$ cat config.mk
export PLATFORM = sky130hd
export DESIGN_NAME = serial_parallel_aligner
export DESIGN_NICKNAME = d
export VERILOG_FILES = /design/src/rtl/serial_parallel_aligner.sv
export SDC_FILE = /design/constraint.sdc
export NUM_CORES = 1
export LEC_CHECK = 0
export ABC_AREA = 0
export CORE_MARGIN = 10
export CORE_UTILIZATION = 40
export CTS_CLUSTER_SIZE = 24
export DETAILED_ROUTE_END_ITERATION = 16
export GPL_TIMING_DRIVEN = 0
export MAX_ROUTING_LAYER = met4
export PLACE_DENSITY = 0.62
export SLEW_MARGIN = 5
export SYNTH_ARGS = -nofsm -noshare
export SYNTH_HDL_FRONTEND = slang
export SYNTH_SLANG_ARGS = --single-unit
export TNS_END_PERCENT = 20
$ cat constraint.sdc
create_clock -name clk_32f -period 1.31 [get_ports clk_32f]
set_input_delay 0.262 -clock clk_32f [delete_from_list [all_inputs] [get_ports clk_32f]]
set_output_delay 0.262 -clock clk_32f [all_outputs]
set_load 0.1 [all_outputs]
$ cat src/rtl/serial_parallel_aligner.sv
// serial_parallel_aligner: comma-aligned serial-to-parallel deserializer with lock and loss-of-sync detection
// clk_32f   : serial bit clock
// reset     : synchronous active-high reset
// data_in   : serial bit, MSB-first
// data_out  : last aligned word, held between boundaries
// valid_out : data_out is a non-comma word received while locked
// word_stb  : one-cycle pulse when data_out/valid_out update
// active    : high while locked
// sync_lost : one-cycle pulse when the comma gap forces a return to hunt
module serial_parallel_aligner #(
  parameter int WIDTH = 8,
  parameter logic [WIDTH-1:0] COMMA = 8'hBC,
  parameter int LOCK_COUNT = 4,
  parameter int MAX_GAP = 16
) (
  input  logic             clk_32f,
  input  logic             reset,
  input  logic             data_in,
  output logic [WIDTH-1:0] data_out,
  output logic             valid_out,
  output logic             word_stb,
  output logic             active,
  output logic             sync_lost
);
  localparam int CNT_W = $clog2(WIDTH);
  localparam int CC_W = $clog2(LOCK_COUNT + 1);
  localparam int GAP_W = MAX_GAP > 0 ? $clog2(MAX_GAP + 1) : 1;
  typedef enum logic [1:0] {HUNT, ALIGNING, LOCKED} state_t;
  state_t state_q, state_d;
  logic [WIDTH-2:0] sr_q;
  logic [WIDTH-1:0] w, data_q, data_d;
  logic [CNT_W-1:0] cnt_q, cnt_d;
  logic [CC_W-1:0] cc_q, cc_d, cc_inc;
  logic [GAP_W-1:0] gap_q, gap_d, gap_inc;
  logic valid_q, valid_d, stb_q, stb_d, lost_q, lost_d, active_q;
  logic comma, bnd;
  assign w = {sr_q, data_in};
  assign comma = w == COMMA;
  assign bnd = cnt_q == CNT_W'(WIDTH - 1);
  assign cc_inc = cc_q + 1'b1;
  // with loss detection disabled the gap counter simply never moves
  assign gap_inc = MAX_GAP == 0 ? '0 : gap_q + 1'b1;
  always_comb begin
    state_d = state_q;
    cnt_d = bnd ? '0 : cnt_q + 1'b1;
    cc_d = cc_q;
    gap_d = gap_q;
    data_d = data_q;
    valid_d = state_q == LOCKED && valid_q;
    stb_d = 1'b0;
    lost_d = 1'b0;
    if (state_q == HUNT) begin
      if (comma) begin
        cnt_d = '0;
        cc_d = CC_W'(1);
        gap_d = '0;
        state_d = LOCK_COUNT == 1 ? LOCKED : ALIGNING;
      end
    end else if (state_q == ALIGNING) begin
      if (bnd) begin
        cc_d = comma ? cc_inc : '0;
        gap_d = '0;
        state_d = !comma ? HUNT : cc_inc == CC_W'(LOCK_COUNT) ? LOCKED : ALIGNING;
      end
    end else if (bnd) begin
      data_d = w;
      valid_d = !comma;
      stb_d = 1'b1;
      gap_d = comma ? '0 : gap_inc;
      lost_d = MAX_GAP != 0 && !comma && gap_inc == GAP_W'(MAX_GAP);
      state_d = lost_d ? HUNT : LOCKED;
    end
  end
  always_ff @(posedge clk_32f) begin
    if (reset) begin
      state_q <= HUNT;
      sr_q <= '0;
      cnt_q <= '0;
      cc_q <= '0;
      gap_q <= '0;
      data_q <= '0;
      valid_q <= 1'b0;
      stb_q <= 1'b0;
      lost_q <= 1'b0;
      active_q <= 1'b0;
    end else begin
      state_q <= state_d;
      sr_q <= w[WIDTH-2:0];
      cnt_q <= cnt_d;
      cc_q <= cc_d;
      gap_q <= gap_d;
      data_q <= data_d;
      valid_q <= valid_d;
      stb_q <= stb_d;
      lost_q <= lost_d;
      active_q <= state_d == LOCKED;
    end
  end
  assign data_out = data_q;
  assign valid_out = valid_q;
  assign word_stb = stb_q;
  assign active = active_q;
  assign sync_lost = lost_q;
endmodule
### Word-level counts from Yosys, hierarchy flattened

Cells that the tools add are included.

* bits of input ports: 3
* bits in registers: 32
* output and inout bits: 12
* word-level logic and storage cells: 61

* add/subtract/negate cells: 3
* bitwise operators: 3
* reductions and logical operators: 11
* muxes and demuxes: 26
* equality and inequality tests: 8

Operators by type and width (count)
* $mux W5: 6
* $mux W3: 8
* $mux W2: 8
* $eq A8 B8 Y1 const B: 1
* $add A3 B1 Y3 const B: 2
* $eq A3 B3 Y1 const B: 2
* $reduce_and A3 Y1: 2
* $add A5 B1 Y5 const B: 1
* $eq A5 B5 Y1 const B: 1
* $eq A2 B2 Y1 const B: 2
* $mux W1: 4
* $reduce_bool A2 Y1: 2
* $reduce_or A4 Y1: 1
* $not A1 Y1: 3
* $reduce_or A3 Y1: 1
* $eq A2 B1 Y1 const B: 1
* $logic_and A1 B1 Y1: 2
* $logic_not A2 Y1: 1
* $ne A2 B2 Y1 const B: 1
* $reduce_and A2 Y1: 1
* $logic_not A1 Y1: 1

### Longest topological paths before layout

* depth after elaboration: 8
* mapped depth: 7
* mapped depth without buffers: 6

### Worst setup path before layout

No wires, ideal clock.

* path type: register -> register
* start: register cnt_q[0]
* end: register active_q, in the netlist active
* data required time: 1.236 ns
* path buffers: 1
* library setup time: 0.074 ns
* cell stages (with the launch flop): 7
* slack: -0.146 ns
* arrival: 1.382 ns
* clock period less this slack: 1.456 ns
* path through: dfxtp_1 > ha_1 > ha_1 > clkbuf_1 > nor2b_1 > nand4b_1 > a31oi_1

* cells in the longest elaborated chain, start to end: 5
* elaborated cells between the ends (all ways): 6
* those cells by class: 2 x eq/ne; 4 x mux

Ends and longest elaborated chain
* start, declared: line 32 `logic [CNT_W-1:0] cnt_q, cnt_d;`
* start signal, assigned: line 89 `cnt_q <= cnt_d;`
* $eq A3 B3 Y1 (*): line 39 `assign bnd = cnt_q == CNT_W'(WIDTH - 1);`
* net bnd: line 36 `logic comma, bnd;`
* $mux W2, on equally long branches: line 65, 60
* $mux W2 (*): line 59 `end else if (state_q == ALIGNING) begin`
* $mux W2 (*): line 52 `if (state_q == HUNT) begin`
* $eq A2 B2 Y1 (*): line 96 `active_q <= state_d == LOCKED;`
* end signal, assigned: line 85 `active_q <= 1'b0;`
* end signal, assigned: line 96
* end, declared: line 35 `logic valid_q, valid_d, stb_q, stb_d, lost_q, lost_d, active_q;`

The timed path passes the listed nets; every way through them passes the cells marked *.
A chain may end at the register's enable or synchronous reset.

### Final worst setup path

* start: register sr_q[5]
* end: register cc_q[2]

* cells in the longest elaborated chain, start to end: 5
* elaborated cells between the ends (all ways): 7
* those cells by class: 2 x eq/ne; 4 x mux; 1 x reduce/logical

Ends and longest elaborated chain
* start, declared: line 30 `logic [WIDTH-2:0] sr_q;`
* start signal, assigned: line 88 `sr_q <= w[WIDTH-2:0];`
* $eq A8 B8 Y1 (*): line 38 `assign comma = w == COMMA;`
* $mux W3: line 61 `cc_d = comma ? cc_inc : '0;`
* $mux W3: line 60 `if (bnd) begin`
* $mux W3: line 59
* $mux W3: line 52
* end signal, assigned: line 79 `cc_q <= '0;`
* end signal, assigned: line 90 `cc_q <= cc_d;`
* end, declared: line 33 `logic [CC_W-1:0] cc_q, cc_d, cc_inc;`

Every way passes the cells marked *; elsewhere a longest branch is shown, timed or not. The select of a mux whose other input is x is not followed.

==> flow_metrics.py <==
metrics = {
    "clock_network": {
        "cts_buffer_depth": 2,
        "cts-htree-levels": 2,
        "holdBufCountCts": 0,
        "cts.sinks": 32,
        "cts_buffers": 5,
        "clkSlewWorstSetupHoldPaths_ps": 100,
        "worstSkewPairLatency_ps": 340,
        "tritoncts": "yes",
        "cts_root_buf": "clkbuf_4",
    },
    "routing": {
        "drtIter0Drc": 105,
        "num_vias": 1122,
        "avgViaCountPerCell": 5.17,
        "drc": 0,
        "wl_per_cell_um": 14.2,
        "antenna_left": 0,
        "routed_wl_um": 3090,
        "first_pass_iters": 4,
    },
    "final_layout": {
        "multiInputGateArea_sq_um": 818,
        "antenna_cells": 0,
        "fill_cells": 299,
        "final_layout_size_suffix_gt1_share_pct": 39.2,
        "syn_to_final_growth_pct": 34.5,
        "fin_nets": 179,
        "seq_area_sq_um": 661,
    },
    "yosys": {
        "synth.yosys.warnings": 0,
        "synth.distinct_cells": 39,
        "netlist.area_leader.share_pct": 47.1,
        "synth_area_sq_um": 1360,
        "syn_avg_cell_area_sq_um": 9.45,
        "yosysSeqAreaShare_pct": 47.1,
        "syn_nets": 153,
        "netlist_instances": 144,
        "yosysTopAreaCell": "dfxtp_1",
        "ys_ff_latch": 32,
        "synth.area.top_cells": "dfxtp_1 47%, nand2_1 6.6%, ha_1 5.5%, a21oi_1 5.1%, nor2b_1 4.6%",
    },
    "worst_setup_path": {
        "cpMaxStageDelayCell": "dfxtp_2",
        "slowest_delay_ps": 340,
        "cp_data_required_time_ps": 1520,
        "startpoint_type": "flip-flop",
        "critPathKind": "reg -> reg",
        "critical_path.endpoint_type": "flip-flop",
        "crit_chain": "nand4b_4 > or2_1 > buf_6 > o311ai_2 > a21oi_1",
        "crit_fanout": 8,
        "arrival_ps": 1590,
    },
    "sta": {
        "fin_skew_ps": 9.61,
        "fmax_ghz": 0.723,
        "fin_setup_tns_ps": -513,
        "drv_slew": 0,
        "setup_viol": 15,
        "rsz0062_at_grt": "yes",
        "worst_pin_slew_ps": 491,
        "finalHoldViolations": 0,
        "post-route-period-util_pct": 106,
        "setup_slack_ps": -73.3,
        "fin_crit_ps": 1380,
        "maxSlewHeadroom_pct": 67.2,
    },
    "global_routing": {
        "grt_pass1_vias": 1145,
        "grt_pass1_wl_um": 5290,
        "grt_use_total_pct": 10.9,
        "antenna_found_initial": 0,
        "grt-ovfl-total": 0,
        "grt_max_degree": 11,
    },
    "pwr": {
        "peakVddDrop_v": 0.000628,
        "p_total_mw": 1.66,
        "powerDensity_nw_per_um2": 909,
        "p_leak_nw": 0.681,
    },
    "status": {
        "violations": "negative setup slack",
        "status": "finished, violations left",
    },
    "placed_design": {
        "io_buffer_count": 14,
        "gp_congestion": 0.833,
        "dp_hpwl_um": 2080,
    },
    "die": {
        "start_util_pct": 41.1,
        "fp.dieArea_sq_um": 6140,
        "die_y_um": 78.3,
        "die_w_um": 78.3,
        "core_area_sq_um": 3310,
        "row_count": 21,
        "pin_count": 15,
    },
    "worst_hold_path": {
        "hold_class": "in -> reg",
    },
    "flow_run": {
        "drv_cap": 0,
    },
}
what timing repair did:
action | 4_1_cts | 5_1_grt
buffers inserted | 4 | 2
gates resized for setup | 98 | 18
pin swaps | 10 | 5
setup endpoints to repair | 35 | 23
worst paths after layout:
path	start	end	slack, ps	cells after the start
min reg2reg	cnt_q[0]	cnt_q[0]	450	1
max reg2reg	sr_q[5]	cc_q[2]	-70	5
max	sr_q[5]	cc_q[2]	-70	5
min	data_in	sr_q[0]	330	2
logic make-up after synthesis:
family                   after synthesis  share of synthesized area (%)
multiplexers                           1                          0.735
flip-flops                            32                           47.1
AO/OA/AOI/OAI                         27                           13.1
AND/OR/NAND/NOR                       64                           27.5
adder cells (fa/ha/maj)                6                           5.51
buffers and inverters                 10                           3.58
XOR/XNOR                               4                           2.57
per-layer routing:
layer | GRT usage (%) | vias up | wire length, um
met5 | - | - | 0
met3 | 3.99 | 6 | 131
met1 | 11.9 | 536 | 1430
met4 | 3.76 | 0 | 46
met2 | 17.8 | 25 | 1480
li1 | - | 555 | -
registers in the layout (all words and copies together) (netlist names):
name	cells
active	1
data_out	8
valid_out	1
sync_lost	1
gap_q	5
state_q	2
cc_q	3
word_stb	1
cnt_q	3
sr_q	7
power breakdown:
part	switching (mW)	total (mW)	internal (mW)
logic	0.0251	0.0528	0.0278
clock network	0.355	0.618	0.263
registers	0.0107	0.993	0.982
total	0.391	1.66	1.27
metrics by stage:
stage	cells	instance area [sq um]	hold slack, ps	utilization (%)	setup slack, ps
final	217	1830	330	55.3	-73.3
after global routing	217	1830	333	55.3	-152
after global placement	204	1580	421	47.8	-486
after detailed placement	204	1580	421	47.8	-519
after floorplan	144	1390	390	-	-6.43
after CTS	215	1750	321	52.9	-71.7
synthesized netlist by cell type:
| cell type | count |
|---|---|
| nand2_1 | 24 |
| or2_1 | 1 |
| nand2b_1 | 1 |
| nand4b_1 | 2 |
| o221ai_1 | 1 |
| o22ai_1 | 1 |
| o21ai_1 | 2 |
| o41a_1 | 1 |
| dfxtp_1 | 32 |
| nor2b_1 | 10 |
| or3_1 | 1 |
| xor2_1 | 2 |
| a21oi_1 | 14 |
| o32ai_2 | 1 |
| o311ai_1 | 2 |
| and3_1 | 1 |
| nor3_1 | 1 |
| buf_2 | 3 |
| nor4_1 | 1 |
| nand3b_1 | 1 |
| nand4bb_4 | 1 |
| nor2_1 | 6 |
| buf_6 | 1 |
| nand3_1 | 3 |
| o31ai_1 | 1 |
| and2b_1 | 1 |
| mux2i_1 | 1 |
| nand4_1 | 3 |
| xnor2_1 | 2 |
| a31oi_1 | 1 |
| nand4b_4 | 1 |
| clkbuf_1 | 5 |
| nor3_2 | 1 |
| and2_1 | 2 |
| a22oi_1 | 2 |
| a32oi_1 | 1 |
| ha_1 | 6 |
| inv_1 | 1 |
| nor3b_1 | 3 |
worst max-delay path, delay by kind of cell, from the launching register on:
family	cells	cell delay, ps
AOI/OAI and AO/OA	2	310
buffers and inverters	1	150
DFF	1	340
and+or+nand+nor	2	450
layout make-up:
class / count / share of cell area, %
Clock buffer: 7 / 3.01
Clock inverter: 1 / 0.410
Inverter: 1 / 0.205
Multi-Input combinational cell: 102 / 44.7
Tap cell: 46 / 3.14
Timing Repair Buffer: 20 / 8.61
Sequential cell: 32 / 36.1
Buffer: 8 / 3.83
layout by cell type, fill, tap and decap left out, types with 3 or more instances in the layout:
cell type and n:
a21oi_1 12, nor2_1 5, dfxtp_2 10, buf_4 18, clkbuf_4 6, dfxtp_1 20
nand4_1 3, nor2b_1 9, nand3_1 3, ha_4 3, nand2_1 23
Note: power is estimated with default switching activity, not from simulation.
==> variant 1, RTL diff (same flow settings) <==
`data_q` no longer has a reset.
--- a/src/rtl/serial_parallel_aligner.sv
+++ b/src/rtl/serial_parallel_aligner.sv
@@ -79,5 +79,4 @@
       cc_q <= '0;
       gap_q <= '0;
-      data_q <= '0;
       valid_q <= 1'b0;
       stb_q <= 1'b0;
@@ -90,5 +89,4 @@
       cc_q <= cc_d;
       gap_q <= gap_d;
-      data_q <= data_d;
       valid_q <= valid_d;
       stb_q <= stb_d;
@@ -96,4 +94,8 @@
       active_q <= state_d == LOCKED;
     end
+  end
+
+  always_ff @(posedge clk_32f) begin
+    data_q <= data_d;
   end
   assign data_out = data_q;
Function: same outputs for any inputs over 10 cycles, from zero or initial values and one cycle with reset high; that may be too few to reach the edited logic, so the function may still have changed.
==> variant 1 against the unedited design <==
  * The flow still finishes with violations (setup timing)
  * Clock power up 17%
  * Synthesized cell count decreased by 16%
  * Sequential cell count unchanged
  * Non-clock buffer count shrank 5
  * Via count decreased by 12%
  * Routed wire length decreased by 9.8%
  * Global-route usage decreased by 1.4 points
  * Total power increased by 7.5%
  * Final area fell by 5.3%
  * Synthesized area decreased by 1.4%
  * Setup slack worse by 0.055 ns
  * Cell count fell by 12%
  * Largest cell class is now sequential cells
  * Largest power group unchanged
==> variant 1: results (changes against the unedited design) <==
The share of final-layout standard cells stronger than drive strength 1 came to 34.7% (-4.5 points). The critical-path maximum fanout came out at 3 (-5). The final setup violation count was 7 (-8). The sum of routed wire segments on met1 is 1300 microns (-8.8%). The register area share after synthesis is 53.7% (+6.6 points).

In the post-synthesis netlist, the biggest area contributors are dfxtp_1 (36%), edfxtp_1 (18%), ha_1 (5.6%). The maximum clock skew at final layout is 0.0102 ns (+0.000546 ns). The via count of the first global-routing pass came out at 1004 (-12%). The total of buffers placed on input and output ports came to 13 (-1). By count the netlist is led by dfxtp_1 (24), nor2_1 (11), edfxtp_1 (8), nand3_1 (8). The run finished, with violations left. The headroom to the max-slew limit came out at 68.1% (+0.86 points).

The final estimated routing congestion in global placement is 0.815 (-2.2%). The number of DRC markers in iteration 0 is 67 (-36%). The post-route worst setup slack is -0.128 ns (-0.0547 ns).

The count of nets after finishing came out at 155 (-13%). The final reports fail on setup timing. The count of distinct cell types in the synthesized netlist is 38 (-2.6%). The startpoint identified for the worst register-to-register timing path is cc_q[1]. The detailed placer's ending HPWL is 1940 microns (-6.9%). The peak per-stage delay on the critical path is 0.36 ns (+0.02 ns).

The detailed-routed wire length on met2 was 1310 microns (-12%). The arrival time at the worst endpoint came out at 1.65 ns (+0.06 ns). The static power due to leakage is 0.000684 uW (+0.41%).

The peak ir drop on the vdd network came out at 0.692 mV (+10%). The via count of the routed design came out at 986 (-12%). The overall global routing resource usage came out at 9.49% (-1.4 points).
variant 1: cell count changes in the layout (fill, tap and decap cells not counted), sizes merged, moves of 4 or more:
cell | before | now
a21oi | 14 | 5
clkbuf | 12 | 8
dfxtp | 32 | 24
edfxtp | 0 | 8
nand2 | 24 | 3
nand3 | 3 | 8
nor2 | 6 | 11
nor3b | 3 | 7
variant 1: cell families (layout without fill, tap and decap cells):
family / Yosys count / count (layout) / share of synthesized area, %
AO/OA/AOI/OAI: 18 / 18 / 9.32
multiplexers: 1 / 1 / 0.746
buffers and inverters: 8 / 34 / 2.33
XOR/XNOR: 3 / 3 / 1.96
AND/OR/NAND/NOR: 53 / 53 / 26.4
flip-flops: 32 / 32 / 53.7
adder cells (fa/ha/maj): 6 / 6 / 5.59
variant 1: power by group:
part	internal, uW	leakage (uW)	switching [uW]	total (uW)
Combinational	19.2	0.000359	21.4	40.6
Sequential	1020	0.000284	10.1	1030
Clock	389	0.0000403	330	720
Total	1430	0.000684	362	1790
variant 1: repair_timing:
item / in CTS / in global routing
gates resized for setup: 88 / 16
hold endpoints to repair: 0 / 0
setup buffers: 1 / 4
pin swaps: 8 / 11
setup endpoints to repair: 33 / 22
variant 1: per-stage QoR:
stage          TNS, ns  instances  area (sq um)  total power (uW)  hold WS, ns
3_3_place_gp    -10.26        178          1530              1090        0.417
2_1_floorplan   -0.143        121          1350              1070        0.361
5_1_grt          -1.55        191          1730              1860        0.142
6_report        -0.292        191          1730              1790        0.147
3_5_place_dp    -10.80        178          1530              1090        0.426
4_1_cts         -0.511        187          1640              1810        0.279
variant 1: routing by layer:
layer	global-route usage, %	vias to the layer above
met5	-	-
met4	4.30	0
met3	3.46	6
met2	15.0	24
met1	10.5	469
li1	-	487
variant 1: layout make-up:
type | count | area (sq um)
multi-input cells | 81 | 692
flip-flops and latches | 32 | 736
repair buffers | 18 | 140
inverters | 3 | 11.3
clock buffers | 5 | 37.5
clock inverters | 3 | 37.5
fillers | 283 | 1400
well taps | 44 | 55.1
plain buffers | 5 | 23.8
variant 1: worst max-delay path, delay by kind of cell, from the launching register on:
family,cells,cell delay (ns)
AOI/OAI and AO/OA,1,0.29
and+or+nand+nor,2,0.35
xor gates and xnor gates,1,0.14
adders and majority gates,1,0.18
DFF,1,0.36
variant 1: worst paths after layout:
| path | to | slack [ns] | depth (start not counted) |
|---|---|---|---|
| max | active | -0.13 | 5 |
| min | data_out[0] | 0.15 | 1 |
| max reg2reg | active | -0.13 | 5 |
| min reg2reg | data_out[7] | 0.44 | 0 |
==> variant 2, RTL diff (same flow settings) <==
Without the edit above. Set the parameter `LOCK_COUNT` to 2 (it was 4).
--- a/src/rtl/serial_parallel_aligner.sv
+++ b/src/rtl/serial_parallel_aligner.sv
@@ -11,5 +11,5 @@
   parameter int WIDTH = 8,
   parameter logic [WIDTH-1:0] COMMA = 8'hBC,
-  parameter int LOCK_COUNT = 4,
+  parameter int LOCK_COUNT = 2,
   parameter int MAX_GAP = 16
 ) (
Formal check against the unedited RTL: same outputs for any inputs over 10 cycles, from zero or initial values and one cycle with reset high; that may be too few to reach the edited logic, so the function may still have changed.
==> variant 2 against the unedited design <==
  * The run still ends with setup timing left
  * Synthesized area shrank 8.3%
  * Setup slack worse by 0.094 ns
  * Sequential cell count is 1 lower
  * Count of clock-buffer cells in the layout decreased by 1
  * Final area decreased by 10%
  * Routed wire length fell by 11%
  * Synthesized cell count down 6.9%
  * Total power fell by 5.4%
==> variant 2: results (changes against the unedited design) <==
The sum of routed wire length over all layers came out at 2760 microns (-11%). The adder-cell area share of the yosys netlist is 5.01% (-0.50 points). The maximum clock skew at final layout came to 0.00320 ns (-0.00641 ns).

In this design, the largest share of critical-path delay is due to simple AND/OR/NAND/NOR gates. By count the netlist is led by dfxtp_1 (31), nand2_1 (23), a21oi_1 (16). The clock tree root buffer cell is clkbuf_4. The worst setup timing slack at the placement stage is -0.691 ns (-0.172 ns). The critical path ends at cc_q[1]. The final clock period utilization by the worst path came out at 113% (+7.2 points). The number of DRC markers in iteration 0 was 22 (-79%).

The flip-flop count of the largest register, all copies and words added came to 8 (unchanged). The static power due to leakage came out at 0.000606 uW (-11%). The peak per-stage delay on the critical path is 0.47 ns (+0.13 ns). The post-route worst setup slack is -0.167 ns (-0.0942 ns). The mean instance size in the synthesized netlist came out at 9.32 sq um (-1.4%). The insertion delay to the later sink of the worst-skew pair is 0.32 ns (-0.02 ns). The share of the synthesized area in compound gates (AO/OA/AOI/OAI) is 11.5% (-1.5 points). The cell internal power dissipation was 1230 uW (-3.3%).

For this design, the slowest cell found on the critical path is or4b_1. The first-pass GRT wire length came out at 4440 microns (-16%). The register share of total power came to 61.5% (+1.8 points). The multiplexer area fraction after synthesis came out at 0.802% (+0.066 points). The sum of negative setup slack was -1.06 ns (-0.549 ns). The total of buffers placed on input and output ports came out at 14 (unchanged).

After synthesis, the cell types taking the most area are dfxtp_1 (50%), nand2_1 (6.9%), a21oi_1 (6.4%). The smallest hold slack came out at 0.340 ns (+0.0100 ns). The critical-path maximum fanout is 5 (-3).

The detailed placer's ending HPWL is 1940 microns (-6.9%). The overall global routing resource usage came to 10.6% (-0.29 points). The peak ir drop on the vdd network came out at 0.692 mV (+10%). The count of antenna diodes in the layout is 0 (unchanged). The synthesis warning total came out at 0 (unchanged). The final estimated routing congestion in global placement came to 0.798 (-4.3%). The final setup violation count was 18 (+3).

The max-capacitance violation count is 0 (unchanged). The xor/xnor share of the synthesized area was 2.10% (-0.47 points). The CTS buffer count came out at 5 (unchanged).

The arrival time at the worst endpoint is 1.74 ns (+0.15 ns). The cell depth of the worst flop-to-flop path is 4 (-1). The min-delay analysis places its worst path in the category in -> reg. The portion of total power attributed to the clock network was 35.3% (-1.8 points).

The share of final-layout standard cells stronger than drive strength 1 came out at 36.3% (-2.9 points). The power density normalized to cell area is 959 nW/um^2 (+5.5%). The detail-routed via count per cell came out at 4.93 (-4.6%). The via count of the routed design came out at 1006 (-10%). The placed standard-cell area came out at 1500 sq um (-5.4%). The final reports fail on setup timing.

The instance count after placement with tap cells included came out at 192 (-5.9%). The run finished, with violations left. The endpoint identified for the worst register-to-register timing path is cc_q[1]. The register area share after synthesis came out at 49.7% (+2.6 points). The headroom to the max-slew limit came to 62.1% (-5.1 points). The slack of the worst reg-to-reg path is -0.17 ns (-0.09 ns). The count of nets after finishing came to 168 (-6.1%).

The synthesized net count came out at 142 (-7.2%). The count of distinct cell types in the synthesized netlist is 31 (-21%).
## variant 2: changes by cell type in the layout (fill, tap and decap cells not counted), moves of 2 or more
cell / change
nand2_2: +3
nand4_1: -3
buf_8: +2
dfxtp_4: -2
a21oi_1: +2
buf_6: -2
nand3_1: +7
nand4b_1: -2
nand2_1: -3
## variant 2: per-layer routing
layer | global-route usage, % | vias up | routed length [microns]
li1 | - | 512 | -
met5 | - | - | 0
met4 | 3.09 | 0 | 25
met2 | 18.2 | 14 | 1420
met3 | 4.82 | 3 | 113
met1 | 10.5 | 477 | 1190
## variant 2: final cells by class
class	count	area [sq um]
fillers	287	1390
multi-input cells	94	684
flip-flops and latches	31	633
repair buffers	21	161
well taps	44	55.1
clock buffers	6	51.3
plain buffers	5	43.8
inverters	2	7.51
clock inverters	1	5.00
## variant 2: timing repair
item                                    in CTS  in global routing
pin swaps                                    5                  4
endpoints found under the setup margin      36                 23
buffers inserted                             7                  1
resized for setup                           87                 15
